File: config.mk
export PLATFORM = sky130hd
export DESIGN_NAME = calc1_port_master
export DESIGN_NICKNAME = d
export VERILOG_FILES = /design/src/rtl/calc1_pkg.sv /design/src/rtl/calc1_req_fifo.sv /design/src/rtl/calc1_port_master.sv
export SDC_FILE = /design/constraint.sdc
export NUM_CORES = 1
export LEC_CHECK = 0
export CORE_AREA = 5 5 186 188
export CTS_BUF_LIST = sky130_fd_sc_hd__clkbuf_16
export CTS_CLUSTER_DIAMETER = 40
export DETAILED_ROUTE_END_ITERATION = 8
export DIE_AREA = 0 0 191 193
export PLACE_DENSITY_LB_ADDON = 0.12
export SLEW_MARGIN = 20
export SYNTH_ARGS = -nofsm -noshare
export SYNTH_HDL_FRONTEND = slang
export SYNTH_SLANG_ARGS = --single-unit
File: constraint.sdc
create_clock -name c_clk -period 8.55 [get_ports c_clk]
set_input_delay 2.565 -clock c_clk [delete_from_list [all_inputs] [get_ports c_clk]]
set_output_delay 2.565 -clock c_clk [all_outputs]
set_load 0.03 [all_outputs]
File: src/rtl/calc1_pkg.sv
// Shared definitions for the calc1 port master: bus widths, command and
// response encodings, the sequencer state type, the queued-operation record,
// and a small saturating-counter helper.
package calc1_pkg;

    localparam int CMD_W  = 4;
    localparam int DATA_W = 32;
    localparam int RESP_W = 2;

    // calc1 command codes
    localparam logic [CMD_W-1:0] CMD_NOP = 4'd0;
    localparam logic [CMD_W-1:0] CMD_ADD = 4'd1;
    localparam logic [CMD_W-1:0] CMD_SUB = 4'd2;
    localparam logic [CMD_W-1:0] CMD_SHL = 4'd5;
    localparam logic [CMD_W-1:0] CMD_SHR = 4'd6;

    // calc1 response codes, plus the locally generated timeout code
    localparam logic [RESP_W-1:0] RESP_NONE    = 2'd0;
    localparam logic [RESP_W-1:0] RESP_OK      = 2'd1;
    localparam logic [RESP_W-1:0] RESP_ERR     = 2'd2;
    localparam logic [RESP_W-1:0] RESP_TIMEOUT = 2'd3;

    typedef enum logic [2:0] {
        ST_IDLE,
        ST_SEND1,
        ST_SEND2,
        ST_WAIT,
        ST_HOLD
    } state_t;

    // One queued operation: {cmd, op1, op2} = 68 bits
    typedef struct packed {
        logic [CMD_W-1:0]  cmd;
        logic [DATA_W-1:0] op1;
        logic [DATA_W-1:0] op2;
    } op_t;

    localparam int OP_W = $bits(op_t);

    function automatic logic [7:0] sat_inc8(input logic [7:0] value);
        return (value == 8'hFF) ? value : value + 8'd1;
    endfunction

endpackage

File: src/rtl/calc1_req_fifo.sv
// Request FIFO for the calc1 port master.
// Ports:
//   clk, rst        - clock and asynchronous active-high reset
//   wr_en, wr_data  - push request and entry (ignored when full and not popping)
//   rd_en, rd_data  - pop request and head entry (head is combinational from memory)
//   ready           - registered "not full"
//   empty           - registered "no entries"
//   empty_nxt       - emptiness after the current edge, for registered status elsewhere
// Pointers carry one extra MSB so full and empty are told apart without a counter.
module calc1_req_fifo
    import calc1_pkg::*;
#(
    parameter int DEPTH = 4,
    parameter int WIDTH = OP_W
) (
    input  logic             clk,
    input  logic             rst,
    input  logic             wr_en,
    input  logic [WIDTH-1:0] wr_data,
    input  logic             rd_en,
    output logic [WIDTH-1:0] rd_data,
    output logic             ready,
    output logic             empty,
    output logic             empty_nxt
);

    localparam int AW = $clog2(DEPTH);

    logic [WIDTH-1:0] mem [DEPTH];
    logic [AW:0]      wr_ptr;
    logic [AW:0]      rd_ptr;
    logic [AW:0]      wr_ptr_nxt;
    logic [AW:0]      rd_ptr_nxt;
    logic             do_wr;
    logic             do_rd;
    logic             full_nxt;

    assign do_rd = rd_en && !empty;
    // A full FIFO still takes a write when the head leaves in the same cycle.
    assign do_wr = wr_en && (ready || do_rd);

    assign wr_ptr_nxt = wr_ptr + {{AW{1'b0}}, do_wr};
    assign rd_ptr_nxt = rd_ptr + {{AW{1'b0}}, do_rd};

    assign empty_nxt = (wr_ptr_nxt == rd_ptr_nxt);
    assign full_nxt  = (wr_ptr_nxt[AW] != rd_ptr_nxt[AW]) &&
                       (wr_ptr_nxt[AW-1:0] == rd_ptr_nxt[AW-1:0]);

    always_ff @(posedge clk or posedge rst) begin
        if (rst) begin
            wr_ptr <= '0;
            rd_ptr <= '0;
            ready  <= 1'b1;
            empty  <= 1'b1;
        end else begin
            wr_ptr <= wr_ptr_nxt;
            rd_ptr <= rd_ptr_nxt;
            ready  <= !full_nxt;
            empty  <= empty_nxt;
        end
    end

    always_ff @(posedge clk) begin
        if (do_wr) begin
            mem[wr_ptr[AW-1:0]] <= wr_data;
        end
    end

    assign rd_data = mem[rd_ptr[AW-1:0]];

endmodule

File: src/rtl/calc1_port_master.sv
// Per-port request sequencer in front of one calc1 port.
// Accepts whole operations over op_valid/op_ready into a small FIFO, drives
// them onto calc1's two-cycle request bus (cmd+op1, then 0+op2), waits for
// the response with a watchdog, and presents the result as a held
// res_valid/res_ready transfer. Responses seen outside WAIT are counted.
// Ports:
//   c_clk, reset                     - clock, asynchronous active-high reset
//   op_valid/op_ready, op_cmd,
//   op_data1, op_data2               - upstream operation interface
//   req_cmd_out, req_data_out        - calc1 request bus
//   calc_resp, calc_data             - calc1 response bus
//   res_valid/res_ready, res_resp,
//   res_data                         - result interface (held until accepted)
//   busy                             - not idle or operations still queued
//   stray_cnt                        - saturating count of unexpected responses
// All outputs are registered.
module calc1_port_master
    import calc1_pkg::*;
#(
    parameter int FIFO_DEPTH = 4,
    parameter int TIMEOUT    = 64
) (
    input  logic              c_clk,
    input  logic              reset,
    input  logic              op_valid,
    output logic              op_ready,
    input  logic [CMD_W-1:0]  op_cmd,
    input  logic [DATA_W-1:0] op_data1,
    input  logic [DATA_W-1:0] op_data2,
    output logic [CMD_W-1:0]  req_cmd_out,
    output logic [DATA_W-1:0] req_data_out,
    input  logic [RESP_W-1:0] calc_resp,
    input  logic [DATA_W-1:0] calc_data,
    output logic              res_valid,
    input  logic              res_ready,
    output logic [RESP_W-1:0] res_resp,
    output logic [DATA_W-1:0] res_data,
    output logic              busy,
    output logic [7:0]        stray_cnt
);

    localparam int TW = (TIMEOUT > 2) ? $clog2(TIMEOUT) : 1;
    localparam logic [TW-1:0] TIMER_LAST = TW'(TIMEOUT - 1);

    state_t state;
    state_t state_nxt;

    op_t    head;
    op_t    wr_op;
    logic   push;
    logic   pop;
    logic   fifo_empty;
    logic   fifo_empty_nxt;

    logic [DATA_W-1:0] op2_q;
    logic [DATA_W-1:0] op2_nxt;
    logic [TW-1:0]     timer;
    logic [TW-1:0]     timer_nxt;
    logic [CMD_W-1:0]  req_cmd_nxt;
    logic [DATA_W-1:0] req_data_nxt;
    logic              res_valid_nxt;
    logic [RESP_W-1:0] res_resp_nxt;
    logic [DATA_W-1:0] res_data_nxt;
    logic              busy_nxt;
    logic              stray;

    assign wr_op = '{cmd: op_cmd, op1: op_data1, op2: op_data2};
    assign push  = op_valid && op_ready;

    calc1_req_fifo #(
        .DEPTH (FIFO_DEPTH),
        .WIDTH (OP_W)
    ) u_fifo (
        .clk       (c_clk),
        .rst       (reset),
        .wr_en     (push),
        .wr_data   (wr_op),
        .rd_en     (pop),
        .rd_data   (head),
        .ready     (op_ready),
        .empty     (fifo_empty),
        .empty_nxt (fifo_empty_nxt)
    );

    always_ff @(posedge c_clk or posedge reset) begin
        if (reset) begin
            state <= ST_IDLE;
        end else begin
            state <= state_nxt;
        end
    end

    // Next state and next values of every registered output. The request bus
    // defaults to zero so it is only non-zero in SEND1/SEND2.
    always_comb begin
        state_nxt     = state;
        pop           = 1'b0;
        op2_nxt       = op2_q;
        timer_nxt     = timer;
        req_cmd_nxt   = '0;
        req_data_nxt  = '0;
        res_valid_nxt = res_valid;
        res_resp_nxt  = res_resp;
        res_data_nxt  = res_data;

        case (state)
            ST_IDLE: begin
                if (!fifo_empty) begin
                    pop = 1'b1;
                    if (head.cmd == CMD_NOP) begin
                        // A no-op never reaches calc1; answer it locally.
                        state_nxt     = ST_HOLD;
                        res_valid_nxt = 1'b1;
                        res_resp_nxt  = RESP_ERR;
                        res_data_nxt  = '0;
                    end else begin
                        state_nxt    = ST_SEND1;
                        req_cmd_nxt  = head.cmd;
                        req_data_nxt = head.op1;
                        op2_nxt      = head.op2;
                    end
                end
            end
            ST_SEND1: begin
                state_nxt    = ST_SEND2;
                req_data_nxt = op2_q;
            end
            ST_SEND2: begin
                state_nxt = ST_WAIT;
                timer_nxt = '0;
            end
            ST_WAIT: begin
                // A response in the expiry cycle still wins over the timeout.
                if (calc_resp != RESP_NONE) begin
                    state_nxt     = ST_HOLD;
                    res_valid_nxt = 1'b1;
                    res_resp_nxt  = calc_resp;
                    res_data_nxt  = (calc_resp == RESP_OK) ? calc_data : '0;
                end else if (timer == TIMER_LAST) begin
                    state_nxt     = ST_HOLD;
                    res_valid_nxt = 1'b1;
                    res_resp_nxt  = RESP_TIMEOUT;
                    res_data_nxt  = '0;
                end else begin
                    timer_nxt = timer + TW'(1);
                end
            end
            ST_HOLD: begin
                if (res_ready) begin
                    state_nxt     = ST_IDLE;
                    res_valid_nxt = 1'b0;
                    res_resp_nxt  = RESP_NONE;
                    res_data_nxt  = '0;
                end
            end
            default: begin
                state_nxt = ST_IDLE;
            end
        endcase

        busy_nxt = (state_nxt != ST_IDLE) || !fifo_empty_nxt;
    end

    assign stray = (calc_resp != RESP_NONE) && (state != ST_WAIT);

    always_ff @(posedge c_clk or posedge reset) begin
        if (reset) begin
            timer        <= '0;
            req_cmd_out  <= '0;
            req_data_out <= '0;
            res_valid    <= 1'b0;
            res_resp     <= RESP_NONE;
            res_data     <= '0;
            busy         <= 1'b0;
            stray_cnt    <= '0;
        end else begin
            timer        <= timer_nxt;
            req_cmd_out  <= req_cmd_nxt;
            req_data_out <= req_data_nxt;
            res_valid    <= res_valid_nxt;
            res_resp     <= res_resp_nxt;
            res_data     <= res_data_nxt;
            busy         <= busy_nxt;
            if (stray) begin
                stray_cnt <= sat_inc8(stray_cnt);
            end
        end
    end

    // Second operand is pure data; it is always loaded before it is used.
    always_ff @(posedge c_clk) begin
        op2_q <= op2_nxt;
    end

endmodule
==> flow_summary.toml <==
[status]
status = "finished clean"

[global_routing]
met2_usage = 0.269
grt_use_met3 = 0.0398
overflow = 0
gr-usage-all-layers = 0.158
grt_start_max_net_pins = 70
antenna_found_initial = 1
grt_pass1_wl_um = 45000
grt.met1_usage = 0.205
grt_pass1_vias = 7827
grt.busiest_layer = "met2"

[routing]
wire_per_inst_um = 21.1
drtIter0Drc = 426
first_pass_iters = 4
routed_wl_um = 29000
vias_per_cell = 5.22
via_count = 7163
drcViolationCount = 0
antenna_left = 0

[clocking]
cts_tree = "done"
htreeDepth = 2
clkTransAtPathRegs_ps = 60
insertion_delay_ps = 560
numCtsBuffers = 50
holdBufCountCts = 0
cts_buffer_depth = 3
cts_sinks = 401
post_cts_buffers = 0
clock-root-buffer = "clkbuf_16"
cts_resized = 0

[worst_setup_path]
path_buf_inv = 1
r2r_slack_ps = 5190
critical_path_class = "flop to primary output"
slowest_stage = "clkdlybuf4s50_1"
cp-start-kind = "flop"
crit_chain = "clkdlybuf4s50_1"
arrival_ps = 1750
required_ps = 5990
endpoint_kind = "primary output"
max_stage_delay_ps = 670
path_delay_family = "buffers and inverters"
path_max_fanout = 2

[timing]
period_share = 0.505
slew_headroom = 0.262
worst_slew_pin_slew_ps = 1110
hold_slack_ps = 465
drv_slew = 0
finClkSkew_ps = 21.7
fin_setup_tns_ps = 0
min_period_ps = 4320
fmax_mhz = 232
final-setup-viol-count = 0
rsz0062_at_grt = "false"
timing.final.hold_violations = 0

[synth]
synth_top_area_frac = 0.631
synth_largest_area_cell = "edfxtp_1"
async_flop_share = 0.242
synth_ff_type = "edfxtp_1"
synthTopCellsByArea = "edfxtp_1 63%, dfrtp_1 16%, mux4_2 11%, a22o_1 3.9%, ha_1 0.52%"
synth_area_um2 = 14500
avgSynthCellArea_um2 = 21.8
synth.distinct_cells = 42
synth-seq-cells = 401
ys_warn_count = 0
ys_seq_area_frac = 0.799
synth_fp_nets = 776
postSynthCellCount = 664
synth_edf_count = 304

[cells_and_area]
area_growth_pct = 28.0
antenna_cells = 0
finalNonFillerCells = 1372
layout-drive-gt1-share = 0.187
layout_common_cells = "304 x edfxtp_1, 186 x clkdlybuf4s50_1, 93 x dfrtp_1"
fin_nets = 995
final_common_cell = "edfxtp_1"

[floorplan]
ioPinCount = 187
dieWidth_um = 191
die_h_um = 193
fp.dieArea_um2 = 36900
initial_utilization = 0.439
fp-row-count = 67
core_area_um2 = 32900

[flow_run]
drv_cap = 0

[power]
p_per_area_nw_per_um2 = 378
leakage_nw = 6.62
vdd_drop_max_mv = 0.192

[worst_hold_path]
worstHoldPathType = "flop to flop"

[placement]
place.gp.congestion = 0.799
io_buffers = 186
dp_cells = 1278
dpl.hpwl_um = 16500
## kinds of logic after synthesis
kind of cell	share of synthesized area
flops	0.799
simple gates	0.0179
fa+ha+maj	0.00519
xor+xnor	0.00787
buf+inv	0.0127
mux	0.109
compound gates	0.0487
## worst paths after layout
check	from	cells after the start	to
max	u_fifo.ready$_DFF_PP1_	1	op_ready
min	op2_q[31]$_DFFE_PP_	1	req_data_out[31]$_DFF_PP0_
max reg2reg	u_fifo.rd_ptr[0]$_DFF_PP0_	5	res_resp[0]$_DFFE_PP0P_
min reg2reg	op2_q[31]$_DFFE_PP_	1	req_data_out[31]$_DFF_PP0_
max in group asynchronous	reset	3	u_fifo.rd_ptr[1]$_DFF_PP0_
min in group asynchronous	reset	2	res_data[29]$_DFFE_PP0P_
## area by class of cell
type	instances	area, um2
Multi-Input combinational cell	226	2760
Fill cell	2496	14400
Inverter	9	36.3
Tap cell	448	561
Clock inverter	42	364
Sequential cell	401	11600
Clock buffer	51	1280
Timing Repair Buffer	195	1950
## per-stage QoR
step | worst slack [ps] | power (mW) | utilization | area (um2)
5_1_grt | 4180 | 7.34 | 0.562 | 18500
3_3_place_gp | 3600 | 5.01 | 0.511 | 16800
4_1_cts | 4050 | 7.11 | 0.561 | 18500
6_report | 4230 | 7.00 | 0.562 | 18500
3_5_place_dp | 3480 | 5.07 | 0.511 | 16800
2_1_floorplan | 314 | 4.33 | - | 14500
## cells in the mapped netlist, types with 2 or more instances
| library cell | n |
|---|---|
| a21oi_1 | 3 |
| mux2_4 | 2 |
| nand3_1 | 6 |
| o31ai_1 | 2 |
| a21o_1 | 2 |
| inv_1 | 8 |
| dfstp_2 | 2 |
| clkbuf_1 | 14 |
| or4_1 | 2 |
| nand2b_1 | 3 |
| edfxtp_1 | 304 |
| mux4_2 | 68 |
| xnor2_1 | 8 |
| buf_1 | 3 |
| nor3b_1 | 3 |
| nor3_1 | 3 |
| xor2_1 | 5 |
| ha_1 | 6 |
| buf_6 | 5 |
| nand2_1 | 13 |
| a22o_1 | 64 |
| dfrtp_1 | 95 |
| and3_1 | 2 |
| o21ai_0 | 6 |
| buf_2 | 6 |
| nor2_1 | 10 |
| and2_1 | 4 |
## flip-flops by register name, summed over array words and instances (netlist names), 2 cells and up
name           cells
op2_q             32
timer              6
u_fifo.rd_ptr      3
state              3
u_fifo.wr_ptr      3
res_resp           2
stray_cnt          8
req_data_out      32
res_data          32
req_cmd_out        4
u_fifo.mem       272
## power breakdown
part           switching (mW)  total, mW  internal, mW
combinational            1.03       1.94         0.911
clock                   0.782       2.02          1.24
sequential              0.326       3.04          2.71
total                    2.14       7.00          4.86
## metal layers
| metal | vias to the layer above | part of all wire |
|---|---|---|
| met5 | - | 0.00038 |
| met4 | 2 | 0.019 |
| met3 | 59 | 0.066 |
| met2 | 230 | 0.50 |
| met1 | 3694 | 0.42 |
| li1 | 3178 | - |
Note: power is estimated with default switching activity, not from simulation.
